<file path="config.mk">
export PLATFORM = sky130hd
export DESIGN_NAME = controller_sequencer
export DESIGN_NICKNAME = d
export VERILOG_FILES = /design/src/rtl/cpu_pkg.sv /design/src/rtl/ring_counter_6.sv /design/src/rtl/controller_sequencer.sv
export SDC_FILE = /design/constraint.sdc
export NUM_CORES = 1
export LEC_CHECK = 0
export ABC_AREA = 1
export CORE_MARGIN = 2
export CORE_UTILIZATION = 42
export DETAILED_ROUTE_END_ITERATION = 16
export GPL_TIMING_DRIVEN = 0
export PLACE_DENSITY = 0.78
export SLEW_MARGIN = 15
export SYNTH_ARGS = -nofsm -noshare
export SYNTH_HDL_FRONTEND = slang
export SYNTH_SLANG_ARGS = --single-unit
export TNS_END_PERCENT = 1
</file>
<file path="constraint.sdc">
create_clock -name clk -period 3.83 [get_ports clk]
set_input_delay 1.149 -clock clk [delete_from_list [all_inputs] [get_ports clk]]
set_output_delay 1.149 -clock clk [all_outputs]
set_load 0.05 [all_outputs]
</file>
<file path="src/rtl/cpu_pkg.sv">
// Shared definitions for the SAP-style CPU: opcodes, T-state encodings and
// the bit ordering of the control word used by the datapath and its bench.
package cpu_pkg;

    localparam logic [3:0] OP_LDA = 4'h0;
    localparam logic [3:0] OP_ADD = 4'h1;
    localparam logic [3:0] OP_SUB = 4'h2;
    localparam logic [3:0] OP_OUT = 4'hE;
    localparam logic [3:0] OP_HLT = 4'hF;

    localparam logic [5:0] T1 = 6'b000001;
    localparam logic [5:0] T2 = 6'b000010;
    localparam logic [5:0] T3 = 6'b000100;
    localparam logic [5:0] T4 = 6'b001000;
    localparam logic [5:0] T5 = 6'b010000;
    localparam logic [5:0] T6 = 6'b100000;

    // Control word bit positions
    localparam int CW_W  = 12;
    localparam int CW_CP = 0;
    localparam int CW_EP = 1;
    localparam int CW_LM = 2;
    localparam int CW_CE = 3;
    localparam int CW_LI = 4;
    localparam int CW_EI = 5;
    localparam int CW_LA = 6;
    localparam int CW_EA = 7;
    localparam int CW_SU = 8;
    localparam int CW_EU = 9;
    localparam int CW_LB = 10;
    localparam int CW_LO = 11;

    typedef logic [CW_W-1:0] ctrl_word_t;

endpackage

</file>
<file path="src/rtl/ring_counter_6.sv">
// Six-state one-hot ring counter with hold; any non-one-hot value recovers
// to T1 on the next edge.
module ring_counter_6
    import cpu_pkg::*;
(
    input  logic       clk,
    input  logic       reset,
    input  logic       hold,
    output logic [5:0] t_state
);

    logic [5:0] state_reg;
    logic [5:0] state_next;
    logic       legal;

    always_comb begin
        legal      = (state_reg != 6'd0) && ((state_reg & (state_reg - 6'd1)) == 6'd0);
        state_next = T1;
        if (legal) begin
            state_next = hold ? state_reg : {state_reg[4:0], state_reg[5]};
        end
    end

    always_ff @(posedge clk) begin
        if (reset) begin
            state_reg <= T1;
        end else begin
            state_reg <= state_next;
        end
    end

    assign t_state = state_reg;

endmodule

</file>
<file path="src/rtl/controller_sequencer.sv">
// Control sequencer: ring counter plus halt register, with the control word
// decoded combinationally from t_state, halt and the IR opcode.
module controller_sequencer
    import cpu_pkg::*;
(
    input  logic       clk,
    input  logic       reset,
    input  logic [3:0] opcode,
    output logic [5:0] t_state,
    output logic       cp,
    output logic       ep,
    output logic       lm,
    output logic       ce,
    output logic       li,
    output logic       ei,
    output logic       la,
    output logic       ea,
    output logic       su,
    output logic       eu,
    output logic       lb,
    output logic       lo,
    output logic       hlt
);

    logic       halt_reg;
    logic       halt_next;
    ctrl_word_t cw;

    // Entering halt freezes the ring at T4 on the same edge that sets halt_reg
    assign halt_next = halt_reg | ((t_state == T4) && (opcode == OP_HLT));

    always_ff @(posedge clk) begin
        if (reset) begin
            halt_reg <= 1'b0;
        end else begin
            halt_reg <= halt_next;
        end
    end

    ring_counter_6 u_ring (
        .clk     (clk),
        .reset   (reset),
        .hold    (halt_next),
        .t_state (t_state)
    );

    always_comb begin
        cw = '0;
        if (!halt_reg) begin
            case (t_state)
                T1: begin
                    cw[CW_EP] = 1'b1;
                    cw[CW_LM] = 1'b1;
                end
                T2: cw[CW_CP] = 1'b1;
                T3: begin
                    cw[CW_CE] = 1'b1;
                    cw[CW_LI] = 1'b1;
                end
                T4: begin
                    if (opcode == OP_LDA || opcode == OP_ADD || opcode == OP_SUB) begin
                        cw[CW_EI] = 1'b1;
                        cw[CW_LM] = 1'b1;
                    end else if (opcode == OP_OUT) begin
                        cw[CW_EA] = 1'b1;
                        cw[CW_LO] = 1'b1;
                    end
                end
                T5: begin
                    if (opcode == OP_LDA) begin
                        cw[CW_CE] = 1'b1;
                        cw[CW_LA] = 1'b1;
                    end else if (opcode == OP_ADD || opcode == OP_SUB) begin
                        cw[CW_CE] = 1'b1;
                        cw[CW_LB] = 1'b1;
                    end
                end
                T6: begin
                    if (opcode == OP_ADD || opcode == OP_SUB) begin
                        cw[CW_EU] = 1'b1;
                        cw[CW_LA] = 1'b1;
                        cw[CW_SU] = (opcode == OP_SUB);
                    end
                end
                default: cw = '0;
            endcase
        end
    end

    assign cp  = cw[CW_CP];
    assign ep  = cw[CW_EP];
    assign lm  = cw[CW_LM];
    assign ce  = cw[CW_CE];
    assign li  = cw[CW_LI];
    assign ei  = cw[CW_EI];
    assign la  = cw[CW_LA];
    assign ea  = cw[CW_EA];
    assign su  = cw[CW_SU];
    assign eu  = cw[CW_EU];
    assign lb  = cw[CW_LB];
    assign lo  = cw[CW_LO];
    assign hlt = halt_reg;

endmodule

</file>
==> Word level (Yosys, flattened, before mapping) <==
Index checks and enable logic that the tools add are counted.
{ "word_totals": {"ff_bits": 7, "output_inout_bits": 19, "wordCells": 44, "inputBits": 6} }
{ "op_classes": {"muxes": 19, "eq_ne": 10, "reduce_logical": 9, "n_bitwise": 3, "add_sub_neg": 1} }
{ "ops": {"columns": ["cell", "n"], "rows": [
  ["$mux W1", 13],
  ["$mux W12", 1],
  ["$eq A4 B4 Y1 const B", 2],
  ["$and A6 B6 Y6", 1],
  ["$eq A6 B1 Y1 const B", 1],
  ["$eq A6 B2 Y1 const B", 1],
  ["$eq A6 B3 Y1 const B", 1],
  ["$eq A6 B4 Y1 const B", 1],
  ["$eq A6 B5 Y1 const B", 1],
  ["$eq A6 B6 Y1 const B", 1],
  ["$logic_not A6 Y1", 1],
  ["$pmux W1 S2", 3],
  ["$reduce_bool A6 Y1", 1],
  ["$sub A6 B1 Y6 const B", 1],
  ["$eq A4 B1 Y1 const B", 1],
  ["$eq A4 B2 Y1 const B", 1],
  ["$logic_not A4 Y1", 1],
  ["$mux W2", 2],
  ["$logic_or A1 B1 Y1", 3],
  ["$logic_and A1 B1 Y1", 2],
  ["$reduce_or A2 Y1", 1],
  ["$not A1 Y1", 1],
  ["$or A1 B1 Y1", 1]
]} }

==> Logic depth before layout (Yosys ltp) <==
Gate-level depths: netlist of run 1.
{ "depth": {"word_depth": 6, "mapped_depth": 8} }

==> Hierarchy <==
Synthesis of run 1 repeated with hierarchy kept, for this count alone.
{ "unflattened": {"hier_cells": 102, "hier_area_um2": 599.3} }
{ "by_module_without_submodules": {"columns": ["mod", "area_per_inst_um2", "instances", "cells_each"], "rows": [
  ["ring_counter_6", 319.1, 1, 48],
  ["controller_sequencer", 280.3, 1, 54]
]} }

==> Least setup slack after synthesis of run 1 <==
Ideal clock, no wire load.
{ "synth_path": {"kind": "input -> output", "from": "input opcode[0]", "to": "output lo", "t_arrival_ns": 2.835, "stages": 3, "path_slack_ns": -0.154, "path_buffers": 1, "path_cell_list": "nand3b_1 > nor3_1 > buf_4"} }
{ "synth_via": {"elab_chain_cells": 6} }
{ "synth_rtl": {"columns": ["item", "line_no", "rtl"], "rows": [
  ["start, declared", "controller_sequencer.sv:8", "input logic [3:0] opcode,"],
  ["$eq A4 B1 Y1 / $logic_not A4 Y1 (equally long branches)", "controller_sequencer.sv:61", "if (opcode == OP_LDA || opcode == OP_ADD || opcode == OP_SUB) begin"],
  ["$logic_or A1 B1 Y1 (2 in series)", "controller_sequencer.sv:61", null],
  ["$mux W1 (*)", "controller_sequencer.sv:61", null],
  ["$mux W1 (*)", "controller_sequencer.sv:50", "case (t_state)"],
  ["$mux W12 (*)", "controller_sequencer.sv:49", "if (!halt_reg) begin"],
  ["end, declared", "controller_sequencer.sv:21", "output logic lo,"]
]} }
Every way passes the cells marked *; elsewhere a longest branch is shown, timed or not.

==> Worst setup path in the final report of run 1 <==
{ "layout_path": {"from": "input opcode[0]", "to": "output su"} }
{ "layout_via": {"elab_chain_cells": 5} }
{ "layout_rtl": {"columns": ["item", "line_no", "rtl"], "rows": [
  ["$eq A4 B1 Y1 / $eq A4 B2 Y1 (equally long branches)", "controller_sequencer.sv:79, controller_sequencer.sv:82", null],
  ["$logic_or A1 B1 Y1", "controller_sequencer.sv:79", "if (opcode == OP_ADD || opcode == OP_SUB) begin"],
  ["$mux W2 (*)", "controller_sequencer.sv:79", null],
  ["$mux W2 (*)", "controller_sequencer.sv:50", null],
  ["$mux W12 (*)", "controller_sequencer.sv:49", null],
  ["end, declared", "controller_sequencer.sv:18", "output logic su,"]
]} }
Marks and branches as above.

==> Flow_metrics.wiki, run 1 <==
{| class="wikitable"
! Metric !! Value
|-
| Clock tree root driver cell || sky130_fd_sc_hd__clkbuf_4
|-
| TritonCTS buffer count || 3
|-
| TritonRoute pass-1 iters || 4
|-
| List of most frequent post-synthesis cells || 25 x sky130_fd_sc_hd__nand2_1, 21 x sky130_fd_sc_hd__nor2_1, 9 x sky130_fd_sc_hd__inv_1
|-
| RePlAce Congestion || 0.921
|-
| Number of cells on the worst reg-to-reg path || 7
|-
| HPWL after DPL || 1.16 mm
|-
| Share of flip-flops with an asynchronous set or reset after synthesis || 0%
|-
| Number of diodes || 0
|-
| Overflow left after global routing || 0
|-
| EDFF count, synth || 0
|-
| Final core occ || 64.8%
|-
| Number of antenna violations at the first check in global routing || 0
|-
| Post-Place Cell Area || ~810 um^2
|-
| First-pass GRT wire length || 2.28 mm
|-
| Data arrival, critical path || 2630 ps
|-
| Final total power || 0.000537 W
|-
| CP Cell Sequence || clkdlybuf4s50_1, nand3b_1, nor4_1, dlygate4sd2_1
|-
| Class of the tightest hold or removal check || register to register
|-
| Share of the clock period used by the worst path after layout || a little over nine tenths
|-
| Critical path destination || su
|-
| Timing startpoint of the critical path || opcode[0]
|-
| Power density over the cells || 662 mW/mm^2
|-
| Worst slew margin relative to its limit || between 60 and 70%
|-
| Pin count of the biggest net entering global routing || 11
|-
| Share of the synthesized area in the top cell type || 25.6%
|-
| Via count of the routed design || 665
|-
| Worst clock skew on the final layout || 0.977 ps
|-
| Via count of the first global-routing pass || between 500 and 600
|-
| Cells after synthesis || 92
|-
| Max stage delay cell, worst path || sky130_fd_sc_hd__dlygate4sd2_1
|-
| Number of DRC markers in iteration 0 || 24
|-
| Total routing usage reported by global routing || between 20% and 30%
|-
| Count of input and output buffers || 24
|-
| Horizontal extent of the die || 40.1 um
|-
| Number of cells on the critical path || 4
|-
| Clock tree buffer depth || 2
|-
| Crit Path Class || input pin to output pin
|-
| Synth Flop Type || sky130_fd_sc_hd__dfxtp_1
|-
| Detail-routed net length per standard cell || between 10 and 15 um
|-
| Number of nets still failing antenna checks after routing || 0
|-
| Most frequently used cell type in the post-synthesis netlist || sky130_fd_sc_hd__nand2_1
|-
| Worst-path clk slew || 50 ps
|-
| Clock insertion delay at the later pin of the skew report || 250 ps
|-
| Final WS setup || 48.5 ps
|-
| Main area contributors after synthesis || sky130_fd_sc_hd__dfxtp_1 26%, sky130_fd_sc_hd__nand2_1 17%, sky130_fd_sc_hd__nor2_1 14%
|-
| Die height || 40.1 um
|-
| Filler cell count || 127
|-
| Vias/cell || 4.93
|-
| Sink count of the clock tree || 7
|-
| Reg-to-reg startpoint || u_ring.t_state[4]
|-
| Flop and latch count out of synthesis || 7
|-
| Core area || about 0.0013 mm^2
|-
| Seq/Total Area, Yosys || 25.6%
|-
| Rows || 13
|-
| Number of nets produced by synthesis || between 90 and 100
|-
| Residual DRC || 0
|-
| Post-synthesis to final-layout area growth || 48.2%
|-
| Fin area || 812 um^2
|-
| Longest individual stage delay on the worst path || approximately 560 ps
|-
| Netlist Area Pre-Place || 548 um^2
|-
| Final Hold Viols || 0
|-
| Cts-stage hold buffer count || 0
|-
| Startpoint kind of the worst setup timing path || input pin
|-
| Setup repair bufs after CTS || 0
|-
| LEAKAGE || 0.357 nW
|-
| Worst R2R Setup Slack || 2630 ps
|-
| Count of nets after finishing || about 130
|-
| Final setup vio count || 0
|-
| Aggregate routed wire length || ~1.5 mm
|-
| Critical path endpoint category || output pin
|-
| WP data required || 2680 ps
|-
| Result of the run || complete, no violations
|-
| Avg Inst Size Synth || 5.96 um^2
|-
| Top delay family on crit path || buffers and inverters
|-
| Post-synthesis cell type with the largest combined area || sky130_fd_sc_hd__dfxtp_1
|-
| Count of distinct cell types in the synthesized netlist || 22
|-
| Count of max-cap constraint violations || 0
|-
| Buffering stage count on the worst path with inverters included || 2
|-
| Warnings, synthesis || 0
|-
| R2r endpoint || u_ring.t_state[2]
|-
| Slew at the pin with the worst max-slew slack || between 500 and 600 ps
|-
| Share of layout cells above drive strength 1 || between 15 and 20%
|-
| Min Clock Period, post-route || between 3000 and 4000 ps
|-
| Fin. max-slew vios || 0
|-
| TritonCTS clock tree || built
|-
| Maximum vdd drop || 0.453 mV
|-
| Hold WS || around 520 ps
|-
| Floorplan die area || between 0.0015 and 0.002 mm^2
|-
| Num ports || 25
|-
| Starting density of the core || 43.8%
|-
| Crit path max fanout || 3
|-
| Unrepaired setup endpoints after global routing || no
|-
| Highest achievable clock rate || 0.264 GHz
|-
| Pre-CTS setup slack || -422 ps
|-
| Maximum level of the CTS H-tree || 1
|}
sequential cells by signal, indices dropped and copies added (netlist names):
signal	cells
u_ring.t_state	6
hlt	1
through the flow:
step                cells  setup TNS, ps
finish                135              0
detailed placement    131          -2440
global placement      131          -2170
global route          135              0
floorplan              92           -154
CTS                   135              0
cell type report:
class                           count  area [um^2]  share of cell area, %
Multi-Input combinational cell     72          360                   44.4
Timing Repair Buffer               24          214                   26.3
Sequential cell                     7          140                   17.3
Inverter                           12         45.0                   5.55
Clock buffer                        4         26.3                   3.24
Tap cell                           15         18.8                   2.31
Buffer                              1         7.51                  0.924
worst min-delay path by stage:
stage | end | startpoint | cells past startpoint
floorplan | u_ring.t_state[5] | u_ring.t_state[4] | 2
global placement | u_ring.t_state[5] | u_ring.t_state[4] | 2
detailed placement | u_ring.t_state[5] | u_ring.t_state[4] | 2
CTS | u_ring.t_state[5] | u_ring.t_state[4] | 2
global route | u_ring.t_state[5] | u_ring.t_state[4] | 2
finish | u_ring.t_state[5] | u_ring.t_state[4] | 2
cell usage in the layout (no fill, tap or decap), types with 2 or more instances in the layout:
cell type,count
sky130_fd_sc_hd__buf_2,2
sky130_fd_sc_hd__buf_4,2
sky130_fd_sc_hd__clkbuf_2,2
sky130_fd_sc_hd__clkbuf_4,3
sky130_fd_sc_hd__clkdlybuf4s50_1,15
sky130_fd_sc_hd__dfxtp_1,7
sky130_fd_sc_hd__dlygate4sd2_1,3
sky130_fd_sc_hd__inv_1,9
sky130_fd_sc_hd__inv_2,2
sky130_fd_sc_hd__nand2_1,25
sky130_fd_sc_hd__nand2_2,2
sky130_fd_sc_hd__nand3_1,4
sky130_fd_sc_hd__nand4_1,3
sky130_fd_sc_hd__nor2_1,21
sky130_fd_sc_hd__nor2_4,2
sky130_fd_sc_hd__nor3_1,3
sky130_fd_sc_hd__o31ai_1,2
cells by family after synthesis:
| kind of cell | count (synthesis) | share of synthesized area [%] |
|---|---|---|
| buffers and inverters | 13 | 9.59 |
| AOI/OAI and AO/OA | 6 | 7.30 |
| and+or+nand+nor | 66 | 57.5 |
| DFF | 7 | 25.6 |
tightest hold or removal path, delay by kind of cell, from the launching register on:
family | cells | cell delay, ps
and+or+nand+nor | 2 | 150
DFF | 1 | 330
power by group:
part / switching [W] / internal, W
registers: 0.0000258 / 0.0000889
logic: 0.000248 / 0.000109
clock network: 0.0000263 / 0.0000397
total: 0.000300 / 0.000238
layer usage:
| metal | up-vias | GRT usage, % | routed length [um] |
|---|---|---|---|
| met1 | 286 | 25.3 | 653 |
| met5 | - | 0 | 0 |
| met3 | 4 | 2.22 | 88 |
| met4 | 0 | 12.1 | 17 |
| li1 | 351 | - | - |
| met2 | 24 | 35.9 | 694 |
timing repair:
item / CTS / global route
hold endpoints to repair: 0 / 0
gates resized for setup: 17 / 11
endpoints found under the setup margin: 9 / 6
Power figures use the tool's default switching activity.
==> run 2, diff against run 1 <==
- CORE_UTILIZATION: 42 -> 40
- PLACE_DENSITY: 0.78 -> 0.75
==> Flow_metrics.wiki, run 2 (synthesized netlist as in run 1, its figures left out) <==
{| class="wikitable"
! Metric !! Value
|-
| Number of diodes || 0 (unchanged)
|-
| Worst-path clk slew || 60 ps (about the same)
|-
| Aggregate routed wire length || 1.40 mm (-3.6%)
|-
| Number of nets still failing antenna checks after routing || 0 (unchanged)
|-
| Top delay family on crit path || buffers and inverters
|-
| Sw Share || 56.8% (+1.1 points)
|-
| Proportion of power drawn by combinational gates || 65.4% (-1.0 points)
|-
| Horizontal extent of the die || 41.0 um (+2.2%)
|-
| Maximum vdd drop || 0.505 mV (+11%)
|-
| Final setup vio count || 0 (unchanged)
|-
| Post-Place Cell Area || 812 um^2 (unchanged)
|-
| Detail-routed net length per standard cell || 10.4 um (-3.6%)
|-
| Via count of the first global-routing pass || 469 (-14%)
|-
| Num ports || 25 (unchanged)
|-
| Count of nets after finishing || 127 (unchanged)
|-
| Clock insertion delay at the later pin of the skew report || 260 ps (about the same)
|-
| Sink count of the clock tree || 7 (unchanged)
|-
| HPWL after DPL || 1.17 mm (+0.66%)
|-
| Longest individual stage delay on the worst path || 570 ps (about the same)
|-
| Crit Path Class || input pin to output pin
|-
| Rows || 13 (unchanged)
|-
| TritonRoute pass-1 iters || 4 (unchanged)
|-
| Clock tree buffer depth || 2 (unchanged)
|-
| Filler cell count || 135 (+6.3%)
|-
| Buffering stage count on the worst path with inverters included || 2 (unchanged)
|-
| Reg-to-reg startpoint || u_ring.t_state[1]
|-
| Start point of the worst hold path || u_ring.t_state[4]
|-
| Worst clock skew on the final layout || 4.13 ps (+3.15 ps)
|-
| WP data required || 2680 ps (about the same)
|-
| RePlAce Congestion || 0.815 (-11%)
|-
| Class of the tightest hold or removal check || register to register
|-
| Most used cells in the layout excluding fill and tap cells || 25 x sky130_fd_sc_hd__nand2_1, 21 x sky130_fd_sc_hd__nor2_1, 15 x sky130_fd_sc_hd__clkdlybuf4s50_1
|-
| Crit path max fanout || 3 (unchanged)
|-
| Leading cell type in the layout, fill and taps excluded || sky130_fd_sc_hd__nand2_1
|-
| Number of DRC markers in iteration 0 || 14 (-42%)
|-
| Data arrival, critical path || 2610 ps (-20 ps)
|-
| Fraction of power consumed by sequential logic || 21.7% (+0.4 points)
|-
| Count of max-cap constraint violations || 0 (unchanged)
|-
| Startpoint kind of the worst setup timing path || input pin
|-
| Net load switching power || 0.000303 W (+1.2%)
|-
| Power density over the cells || 655 mW/mm^2 (-1.0%)
|-
| TritonCTS buffer count || 3 (unchanged)
|-
| Core area || 0.00128 mm^2 (+2.6%)
|-
| Share of power burned in the clock network || 12.9% (+0.6 points)
|-
| Max stage delay cell, worst path || sky130_fd_sc_hd__dlygate4sd2_1
|-
| Critical path endpoint category || output pin
|-
| TritonCTS clock tree || built
|-
| Overflow left after global routing || 0 (unchanged)
|-
| Setup TNS Final || 0 ps (unchanged)
|-
| Highest achievable clock rate || 0.266 GHz (+0.66%)
|-
| Hold WS || 533 ps (+9.00 ps)
|-
| Post-synthesis to final-layout area growth || 48.6%
|-
| Flip-flop count of the largest register after layout || 6 (unchanged)
|-
| Vias/cell || 4.81 (-2.3%)
|-
| Share of layout cells above drive strength 1 || 17.5% (unchanged)
|-
| Number of antenna violations at the first check in global routing || 0 (unchanged)
|-
| First-pass GRT wire length || 2.04 mm (-11%)
|-
| Residual DRC || 0 (unchanged)
|-
| Pin count of the biggest net entering global routing || 11 (unchanged)
|-
| Min Clock Period, post-route || 3760 ps (-24.7 ps)
|-
| Total routing usage reported by global routing || 19.2% (-1.9 points)
|-
| Final Hold Viols || 0 (unchanged)
|-
| Timing startpoint of the critical path || opcode[0]
|-
| Final core occ || 63.4% (-1.4 points)
|-
| Internal power of the cells || 0.000230 W (-3.1%)
|-
| Floorplan die area || 0.00168 mm^2 (+4.5%)
|-
| Setup repair bufs after CTS || 0 (unchanged)
|-
| Unrepaired setup endpoints after global routing || no
|-
| Starting density of the core || 42.6% (-1.1 points)
|-
| Maximum level of the CTS H-tree || 1 (unchanged)
|-
| Die height || 41.0 um (+2.2%)
|-
| Clock tree root driver cell || sky130_fd_sc_hd__clkbuf_4
|-
| Count of input and output buffers || 24 (unchanged)
|-
| LEAKAGE || 0.355 nW (-0.55%)
|-
| Final total power || 0.000534 W (-0.69%)
|-
| Fin area || 815 um^2 (+0.31%)
|-
| Result of the run || complete, no violations
|-
| CP Cell Sequence || clkdlybuf4s50_1, nand3b_1, nor4_1, dlygate4sd2_1
|-
| Slew at the pin with the worst max-slew slack || 504 ps (-3.37 ps)
|-
| Worst slew margin relative to its limit || 66.6% (+0.46 points)
|-
| Share of the clock period used by the worst path after layout || 98.1% (-0.65 points)
|-
| Via count of the routed design || 650 (-2.3%)
|-
| Fin. max-slew vios || 0 (unchanged)
|}
[run 2: layer usage]
layer | global-route usage [%] | vias up | part of all wire [%]
li1 | - | 347 | -
met1 | 24.5 | 282 | 43
met2 | 30.5 | 19 | 50
met3 | 1.63 | 2 | 4.7
met4 | 12.5 | 0 | 1.8
met5 | 0 | - | 0
[run 2: worst paths after layout]
check | end | slack, ps | cells past startpoint
worst min register to register | u_ring.t_state[5] | 530 | 2
worst max register to register | u_ring.t_state[5] | 2600 | 7
worst max-delay path | su | 70 | 4
worst min-delay path | u_ring.t_state[5] | 530 | 2
[run 2: area by class of cell]
type	count	area (um^2)	share of cell area [%]
Clock inverter	1	5.00	0.614
Multi-Input combinational cell	72	360	44.2
Timing Repair Buffer	24	215	26.4
Buffer	1	7.51	0.922
Tap cell	15	18.8	2.30
Clock buffer	3	22.5	2.76
Inverter	12	45.0	5.53
Sequential cell	7	140	17.2
[run 2: timing repair]
item,4_1_cts,5_1_grt
pin swaps,0,0
hold buffers,0,0
resized for setup,18,10
endpoints found under the hold margin,0,0
endpoints found under the setup margin,9,6
cloned,0,0
[run 2: worst min-delay path, cell delays in order, from the launching register on]
cell and delay [ps]:
sky130_fd_sc_hd__dfxtp_1 330, sky130_fd_sc_hd__nor2_1 110, sky130_fd_sc_hd__nor2_1 50
[run 2: power groups by stage]
stage | Sequential [W] | Clock (W) | Combinational (W)
2_1_floorplan | 0.000165 | 0 | 0.000206
3_3_place_gp | 0.000117 | 0 | 0.000356
3_5_place_dp | 0.000117 | 0 | 0.000361
4_1_cts | 0.000116 | 0.0000727 | 0.000358
5_1_grt | 0.000119 | 0.0000735 | 0.000376
6_report | 0.000116 | 0.0000686 | 0.000349
[run 2: per-stage QoR]
step,setup WS [ps],std cells
after floorplan,-154,92
after global placement,-397,131
after detailed placement,-375,131
after CTS,56.8,135
after global routing,0.448,135
final,73.3,135
==> run 3, diff against run 2 <==
- CAP_MARGIN: default -> 20
==> results of run 3 <==
No change in the layout: final DEF, timing and power equal those of run 2.
